===== config.mk =====
export PLATFORM = sky130hd
export DESIGN_NAME = uart_rx_cfg
export DESIGN_NICKNAME = d
export VERILOG_FILES = /design/src/rtl/uart_rx_cfg.sv
export SDC_FILE = /design/constraint.sdc
export NUM_CORES = 1
export LEC_CHECK = 0
export ABC_CLOCK_PERIOD_IN_PS = 2300
export CAP_MARGIN = 25
export CELL_PAD_IN_SITES_DETAIL_PLACEMENT = 1
export CELL_PAD_IN_SITES_GLOBAL_PLACEMENT = 2
export CORE_ASPECT_RATIO = 1.4
export CORE_MARGIN = 4
export CORE_UTILIZATION = 31
export CTS_CLUSTER_DIAMETER = 30
export CTS_CLUSTER_SIZE = 14
export DETAILED_ROUTE_END_ITERATION = 10
export PLACE_DENSITY_LB_ADDON = 0.1
export SLEW_MARGIN = 25
export SYNTH_ARGS = -nofsm -noshare
export SYNTH_HDL_FRONTEND = slang
export SYNTH_SLANG_ARGS = --single-unit

===== constraint.sdc =====
create_clock -name clk -period 2.3 [get_ports clk]
set_clock_uncertainty 0.15 [all_clocks]
set_input_delay 0.575 -clock clk [delete_from_list [all_inputs] [get_ports clk]]
set_output_delay 0.575 -clock clk [all_outputs]
set_load 0.01 [all_outputs]

===== src/rtl/uart_rx_cfg.sv =====
// UART receiver with configurable baud, data width, parity and stop bits.
// Mid-bit sampling, false-start rejection, error flags and a one-word holding register.
module uart_rx_cfg #(
    parameter int CLK_HZ    = 12_000_000,
    parameter int BAUD      = 115_200,
    parameter int DATA_BITS = 8,
    parameter int PARITY    = 0,
    parameter int STOP_BITS = 1
) (
    input  logic                 clk,
    input  logic                 rst,
    input  logic                 rx,
    output logic [DATA_BITS-1:0] rx_data,
    output logic                 rx_valid,
    input  logic                 rx_ready,
    output logic                 frame_err,
    output logic                 parity_err,
    output logic                 overrun,
    output logic                 busy
);
    localparam int BIT_TICKS = (CLK_HZ + BAUD / 2) / BAUD;
    localparam int CW        = $clog2(BIT_TICKS);
    localparam int BW        = 4;

    typedef enum logic [2:0] {
        S_WAIT_IDLE = 3'd0,
        S_IDLE      = 3'd1,
        S_START     = 3'd2,
        S_DATA      = 3'd3,
        S_PAR       = 3'd4,
        S_STOP      = 3'd5
    } state_t;

    function automatic logic par_expect(input logic [DATA_BITS-1:0] d);
        return (PARITY == 1) ? ~(^d) : (^d);
    endfunction

    state_t                 state_q, state_d;
    logic                   sync1_q, sync1_d;
    logic                   rs_q, rs_d;
    logic                   rs_prev_q, rs_prev_d;
    logic [1:0]             settle_q, settle_d;
    logic [CW-1:0]          cnt_q, cnt_d;
    logic [BW-1:0]          bit_q, bit_d;
    logic [DATA_BITS-1:0]   shift_q, shift_d;
    logic                   perr_q, perr_d;
    logic                   ferr_q, ferr_d;
    logic                   commit_q, commit_d;
    logic [DATA_BITS-1:0]   rx_data_q, rx_data_d;
    logic                   rx_valid_q, rx_valid_d;
    logic                   frame_err_q, frame_err_d;
    logic                   parity_err_q, parity_err_d;
    logic                   overrun_q, overrun_d;
    logic                   busy_q, busy_d;
    logic                   tick_s;
    logic                   stop_err_s;

    assign tick_s     = (cnt_q == CW'(0));
    assign rx_data    = rx_data_q;
    assign rx_valid   = rx_valid_q;
    assign frame_err  = frame_err_q;
    assign parity_err = parity_err_q;
    assign overrun    = overrun_q;
    assign busy       = busy_q;

    // Synchroniser path; settle_q blocks WAIT_IDLE until rs reflects the line sampled after reset,
    // so a line held low through reset is never mistaken for a start edge.
    always_comb begin
        sync1_d   = rx;
        rs_d      = sync1_q;
        rs_prev_d = rs_q;
        if (settle_q == 2'd2) begin
            settle_d = settle_q;
        end else begin
            settle_d = settle_q + 2'd1;
        end
    end

    // Receive FSM: next state, bit timing and frame assembly
    always_comb begin
        state_d    = state_q;
        cnt_d      = cnt_q;
        bit_d      = bit_q;
        shift_d    = shift_q;
        perr_d     = perr_q;
        ferr_d     = ferr_q;
        commit_d   = 1'b0;
        stop_err_s = ferr_q | ~rs_q;
        case (state_q)
            S_WAIT_IDLE: begin
                if ((settle_q == 2'd2) && rs_q) begin
                    state_d = S_IDLE;
                end else begin
                    state_d = S_WAIT_IDLE;
                end
            end
            S_IDLE: begin
                if (rs_prev_q && !rs_q) begin
                    cnt_d   = CW'(BIT_TICKS / 2 - 1);
                    state_d = S_START;
                end else begin
                    state_d = S_IDLE;
                end
            end
            S_START: begin
                if (!tick_s) begin
                    cnt_d = cnt_q - CW'(1);
                end else if (rs_q) begin
                    state_d = S_IDLE;
                end else begin
                    cnt_d   = CW'(BIT_TICKS - 1);
                    bit_d   = BW'(0);
                    shift_d = '0;
                    perr_d  = 1'b0;
                    ferr_d  = 1'b0;
                    state_d = S_DATA;
                end
            end
            S_DATA: begin
                if (!tick_s) begin
                    cnt_d = cnt_q - CW'(1);
                end else begin
                    cnt_d   = CW'(BIT_TICKS - 1);
                    shift_d = {rs_q, shift_q[DATA_BITS-1:1]};
                    if (bit_q == BW'(DATA_BITS - 1)) begin
                        bit_d   = BW'(0);
                        state_d = (PARITY != 0) ? S_PAR : S_STOP;
                    end else begin
                        bit_d = bit_q + BW'(1);
                    end
                end
            end
            S_PAR: begin
                if (!tick_s) begin
                    cnt_d = cnt_q - CW'(1);
                end else begin
                    cnt_d   = CW'(BIT_TICKS - 1);
                    perr_d  = (rs_q != par_expect(shift_q));
                    bit_d   = BW'(0);
                    state_d = S_STOP;
                end
            end
            S_STOP: begin
                if (!tick_s) begin
                    cnt_d = cnt_q - CW'(1);
                end else begin
                    ferr_d = stop_err_s;
                    if (bit_q == BW'(STOP_BITS - 1)) begin
                        commit_d = 1'b1;
                        state_d  = stop_err_s ? S_WAIT_IDLE : S_IDLE;
                    end else begin
                        bit_d = bit_q + BW'(1);
                        cnt_d = CW'(BIT_TICKS - 1);
                    end
                end
            end
            default: begin
                state_d = S_WAIT_IDLE;
            end
        endcase
        busy_d = (state_d != S_IDLE) && (state_d != S_WAIT_IDLE);
    end

    // Holding register: commit a finished frame or report overrun; handshake empties it
    always_comb begin
        rx_data_d    = rx_data_q;
        rx_valid_d   = rx_valid_q;
        frame_err_d  = frame_err_q;
        parity_err_d = parity_err_q;
        overrun_d    = overrun_q;
        if (commit_q) begin
            if (!rx_valid_q || rx_ready) begin
                rx_data_d    = shift_q;
                rx_valid_d   = 1'b1;
                frame_err_d  = ferr_q;
                parity_err_d = perr_q;
                overrun_d    = 1'b0;
            end else begin
                overrun_d = 1'b1;
            end
        end else if (rx_valid_q && rx_ready) begin
            rx_valid_d   = 1'b0;
            frame_err_d  = 1'b0;
            parity_err_d = 1'b0;
            overrun_d    = 1'b0;
        end else begin
            rx_valid_d = rx_valid_q;
        end
    end

    // State register with synchronous reset
    always_ff @(posedge clk) begin
        if (rst) begin
            state_q      <= S_WAIT_IDLE;
            sync1_q      <= 1'b1;
            rs_q         <= 1'b1;
            rs_prev_q    <= 1'b1;
            settle_q     <= 2'd0;
            cnt_q        <= CW'(0);
            bit_q        <= BW'(0);
            shift_q      <= '0;
            perr_q       <= 1'b0;
            ferr_q       <= 1'b0;
            commit_q     <= 1'b0;
            rx_data_q    <= '0;
            rx_valid_q   <= 1'b0;
            frame_err_q  <= 1'b0;
            parity_err_q <= 1'b0;
            overrun_q    <= 1'b0;
            busy_q       <= 1'b0;
        end else begin
            state_q      <= state_d;
            sync1_q      <= sync1_d;
            rs_q         <= rs_d;
            rs_prev_q    <= rs_prev_d;
            settle_q     <= settle_d;
            cnt_q        <= cnt_d;
            bit_q        <= bit_d;
            shift_q      <= shift_d;
            perr_q       <= perr_d;
            ferr_q       <= ferr_d;
            commit_q     <= commit_d;
            rx_data_q    <= rx_data_d;
            rx_valid_q   <= rx_valid_d;
            frame_err_q  <= frame_err_d;
            parity_err_q <= parity_err_d;
            overrun_q    <= overrun_d;
            busy_q       <= busy_d;
        end
    end
endmodule


==> parameters.txt, run 1 <==
Parameter                              Value

Timing
  Remaining max-slew budget at the tightest pin    0.646
  Share of the clock period used by the worst path    0.961
  Max frequency    about 450 MHz
  RSZ-0062 raised after global routing    true
  Slack of the critical path    89.3 ps
  Minimum period implied by the final worst setup slack    2210 ps
  Transition time of the tightest slew-check pin    530 ps
  Slew Limit Fails    0
  Setup TNS    0 ps
  Final count of negative-setup-slack endpoints    0
  Hold Fails Final Rpt    0

Logic synthesis
  Post-synth top flop    sky130_fd_sc_hd__dfxtp_1
  Mean instance size in the synthesized netlist    about 8.4 um^2
  Syn Inst Count    236
  Cell type with the highest aggregate area in the netlist    sky130_fd_sc_hd__dfxtp_1
  Area of the mapped netlist    approximately 2000 um^2
  Share of synthesized flip-flops with an asynchronous set or reset    0
  Net count of the mapped netlist    between 200 and 250
  Yosys cell types    48
  Top-area cell type share of the netlist area    0.432
  Synth Register Bits    43
  Yosys warning total    0
  Cell types occupying the most area after synthesis    sky130_fd_sc_hd__dfxtp_1 43%, sky130_fd_sc_hd__a21oi_1 6.0%, sky130_fd_sc_hd__nor2_1 5.3%
  Number of synthesized flops with an enable pin    0
  Proportion of synthesized chip area in sequential cells    0.432

Floorplan
  Die ar.    7790 um^2
  Number of placement rows    34
  Number of primary I/O pins    17
  Placeable core area    slightly above 6000 um^2
  Die Wd    about 76 um
  Die outline height    between 100 and 150 um
  Initial Utilization    0.321

Critical path
  Required time at the worst-slack endpoint    2350 ps
  Type of the worst setup path    flip-flop to flip-flop
  Cell count of the worst reg-to-reg path    6
  Endpoint of the worst register-to-register path    cnt_q[2]
  Worst reg2reg setup slack    around 90 ps
  Maximum net fanout on the critical path    5
  Worst reg2reg path startpoint    cnt_q[4]
  Critical Path Sink Type    flip-flop
  CP startpoint kind    flip-flop
  Arrival @ worst endpoint    2260 ps

Placement
  Weighted congestion at the end of routability-driven global placement    0.781
  Pre-CTS setup slack    between 15 and 20 ps
  Estimated wirelength of the detail-placed design    4.28 mm
  Number of input and output port buffers inserted    16

Routing
  Detail Route Antenna Nets    0
  Average wire length per cell after detail routing    approximately 16 um
  Detailed Route Iter0 Violations    57
  Drt pass-1 iters    4
  Routed via count    approximately 1800
  Count of unresolved DRC violations after routing    0
  Per-cell via count in the routed design    5.26
  WL final    between 5 and 6 mm

Power and ir drop
  Final total power    1.51 mW
  Maximum VDD drop    around 0.36 mV
  Total power divided by cell area    a little over 600 nW/um^2
  Leakage    ~0.89 nW

Status
  Run status    completed

Finish
  Net count reported at finish    ~280
  Most used cells in the layout excluding fill and tap cells    40 x sky130_fd_sc_hd__dfxtp_1, 28 x sky130_fd_sc_hd__nor2_1, 24 x sky130_fd_sc_hd__a21oi_1, 21 x sky130_fd_sc_hd__nand2_1, 20 x sky130_fd_sc_hd__buf_4
  Finished Core Util    0.401
  Layout-stage area growth over the synthesis result    25.0%
  Antenna Diode Count    0
  Layout cell share with drive strength beyond 1    0.190
  Commonest non-fill, non-tap cell in the layout    sky130_fd_sc_hd__dfxtp_1

Clock tree
  Clk Latency, worst-skew pair    290 ps
  Number of buffers added by the clock tree synthesis step    5
  TritonCTS clock tree    built
  Clock H-tree levels    2
  Clock tree sinks    43
  Clk buf depth    2
  Clock transition at the register clock pins on the worst setup and hold paths after CTS    ~80 ps
  Clock tree root driver cell    sky130_fd_sc_hd__clkbuf_8

GRT
  Overall overflow remaining after global route    0
  Wire length of the first global-routing pass    between 9 and 10 mm
  Overall global routing resource usage    0.164
  Number of antenna violations at the first check in global routing    0
  Pin count of the biggest net entering global routing    16
  Via count of the first global-routing pass    between 1500 and 2000

Min path
  Hold Path Depth    1
  Worst hold path class    flip-flop to flip-flop
  Launch point of the worst hold path    rs_d
  Hold path endpoint    rs_prev_d

Run
  Max-Cap Viols    0
registers in the layout, indices dropped and copies added (netlist names):
register and cells:
shift_q 8, busy 1, rs_prev_d 1, overrun 1, commit_q 1, rs_prev_q 1
state_q 3, settle_q 2, perr_q 1, parity_err 1, cnt_q 7, bit_q 4
rx_valid 1, ferr_q 1, rx_data 8, rs_d 1, frame_err 1
per-stage QoR:
step,cell area (um^2),std cells,hold WS (ps)
after floorplan,1990,236,239
after global placement,2340,331,251
after CTS,2430,339,277
after detailed placement,2340,331,251
after global routing,2490,340,304
final,2490,340,273
worst max-delay path, stage by stage (launching register included):
cell	delay, ps
sky130_fd_sc_hd__dfxtp_1	360
sky130_fd_sc_hd__or4b_4	560
sky130_fd_sc_hd__o311a_1	380
sky130_fd_sc_hd__a21oi_2	170
sky130_fd_sc_hd__buf_6	140
sky130_fd_sc_hd__a21oi_1	60
sky130_fd_sc_hd__o32ai_1	290
repair_timing:
item                       CTS  global route
pin swaps                    0             4
setup endpoints to repair    2            10
buffers inserted             0             1
gates resized for setup      1            17
hold buffers                 0             0
report_power, final:
| group | internal (mW) | switching, mW | total [mW] |
|---|---|---|---|
| clock | 0.213 | 0.263 | 0.475 |
| sequential | 0.772 | 0.0193 | 0.792 |
| combinational | 0.108 | 0.140 | 0.247 |
| total | 1.09 | 0.422 | 1.51 |
area by class of cell:
type / instances / area [um^2]
Timing Repair Buffer: 37 / 322
Fill cell: 758 / 3720
Sequential cell: 43 / 867
Multi-Input combinational cell: 169 / 1080
Inverter: 11 / 41.3
Clock buffer: 6 / 72.6
Clock inverter: 2 / 12.5
Tap cell: 72 / 90.1
cells by family after synthesis:
family | count (synthesis) | synth area share
AOI/OAI and AO/OA | 64 | 0.214
buffers and inverters | 24 | 0.0459
adders and majority gates | 4 | 0.0251
DFF | 43 | 0.432
xor gates and xnor gates | 9 | 0.0396
muxes | 3 | 0.0157
and+or+nand+nor | 89 | 0.228
Yosys cell counts, drive strengths merged (2+ instances only):
| cell type | instances |
|---|---|
| inv | 11 |
| nand3 | 10 |
| or2 | 2 |
| ha | 4 |
| and3b | 2 |
| mux2i | 2 |
| xnor2 | 8 |
| or3 | 2 |
| nand2 | 22 |
| o21ai | 11 |
| and2 | 2 |
| a211oi | 3 |
| o32ai | 3 |
| or4 | 2 |
| buf | 2 |
| a311oi | 2 |
| nor2 | 28 |
| or3b | 2 |
| nand2b | 5 |
| a21oi | 25 |
| and3 | 3 |
| a32oi | 2 |
| a22oi | 8 |
| nor3 | 5 |
| dfxtp | 43 |
| clkbuf | 11 |
worst max-delay path by stage:
stage / from / end / slack (ps) / cells past startpoint
6_report: cnt_q[4] / cnt_q[2] / 90 / 6
5_1_grt: bit_q[0] / cnt_q[2] / -20 / 8
4_1_cts: cnt_q[1] / cnt_q[3] / 30 / 8
3_5_place_dp: cnt_q[1] / cnt_q[3] / 20 / 8
3_3_place_gp: cnt_q[1] / cnt_q[3] / 70 / 8
2_1_floorplan: cnt_q[0] / cnt_q[6] / 4 / 8
routing by layer:
metal,track usage,part of all wire
met4,0.0552,0.014
met1,0.181,0.40
met3,0.0332,0.020
met5,0,0
met2,0.304,0.57
Note: power is estimated with default switching activity, not from simulation.
==> run 2: changes to the inputs <==
--- a/config.mk
+++ b/config.mk
@@ -5,7 +5,6 @@
 export SDC_FILE = /design/constraint.sdc
 export NUM_CORES = 1
 export LEC_CHECK = 0
-export ABC_CLOCK_PERIOD_IN_PS = 2300
 export CAP_MARGIN = 25
 export CELL_PAD_IN_SITES_DETAIL_PLACEMENT = 1
 export CELL_PAD_IN_SITES_GLOBAL_PLACEMENT = 2
==> results of run 2 <==
The final DEF is identical to that of run 1; final timing and power are the same.
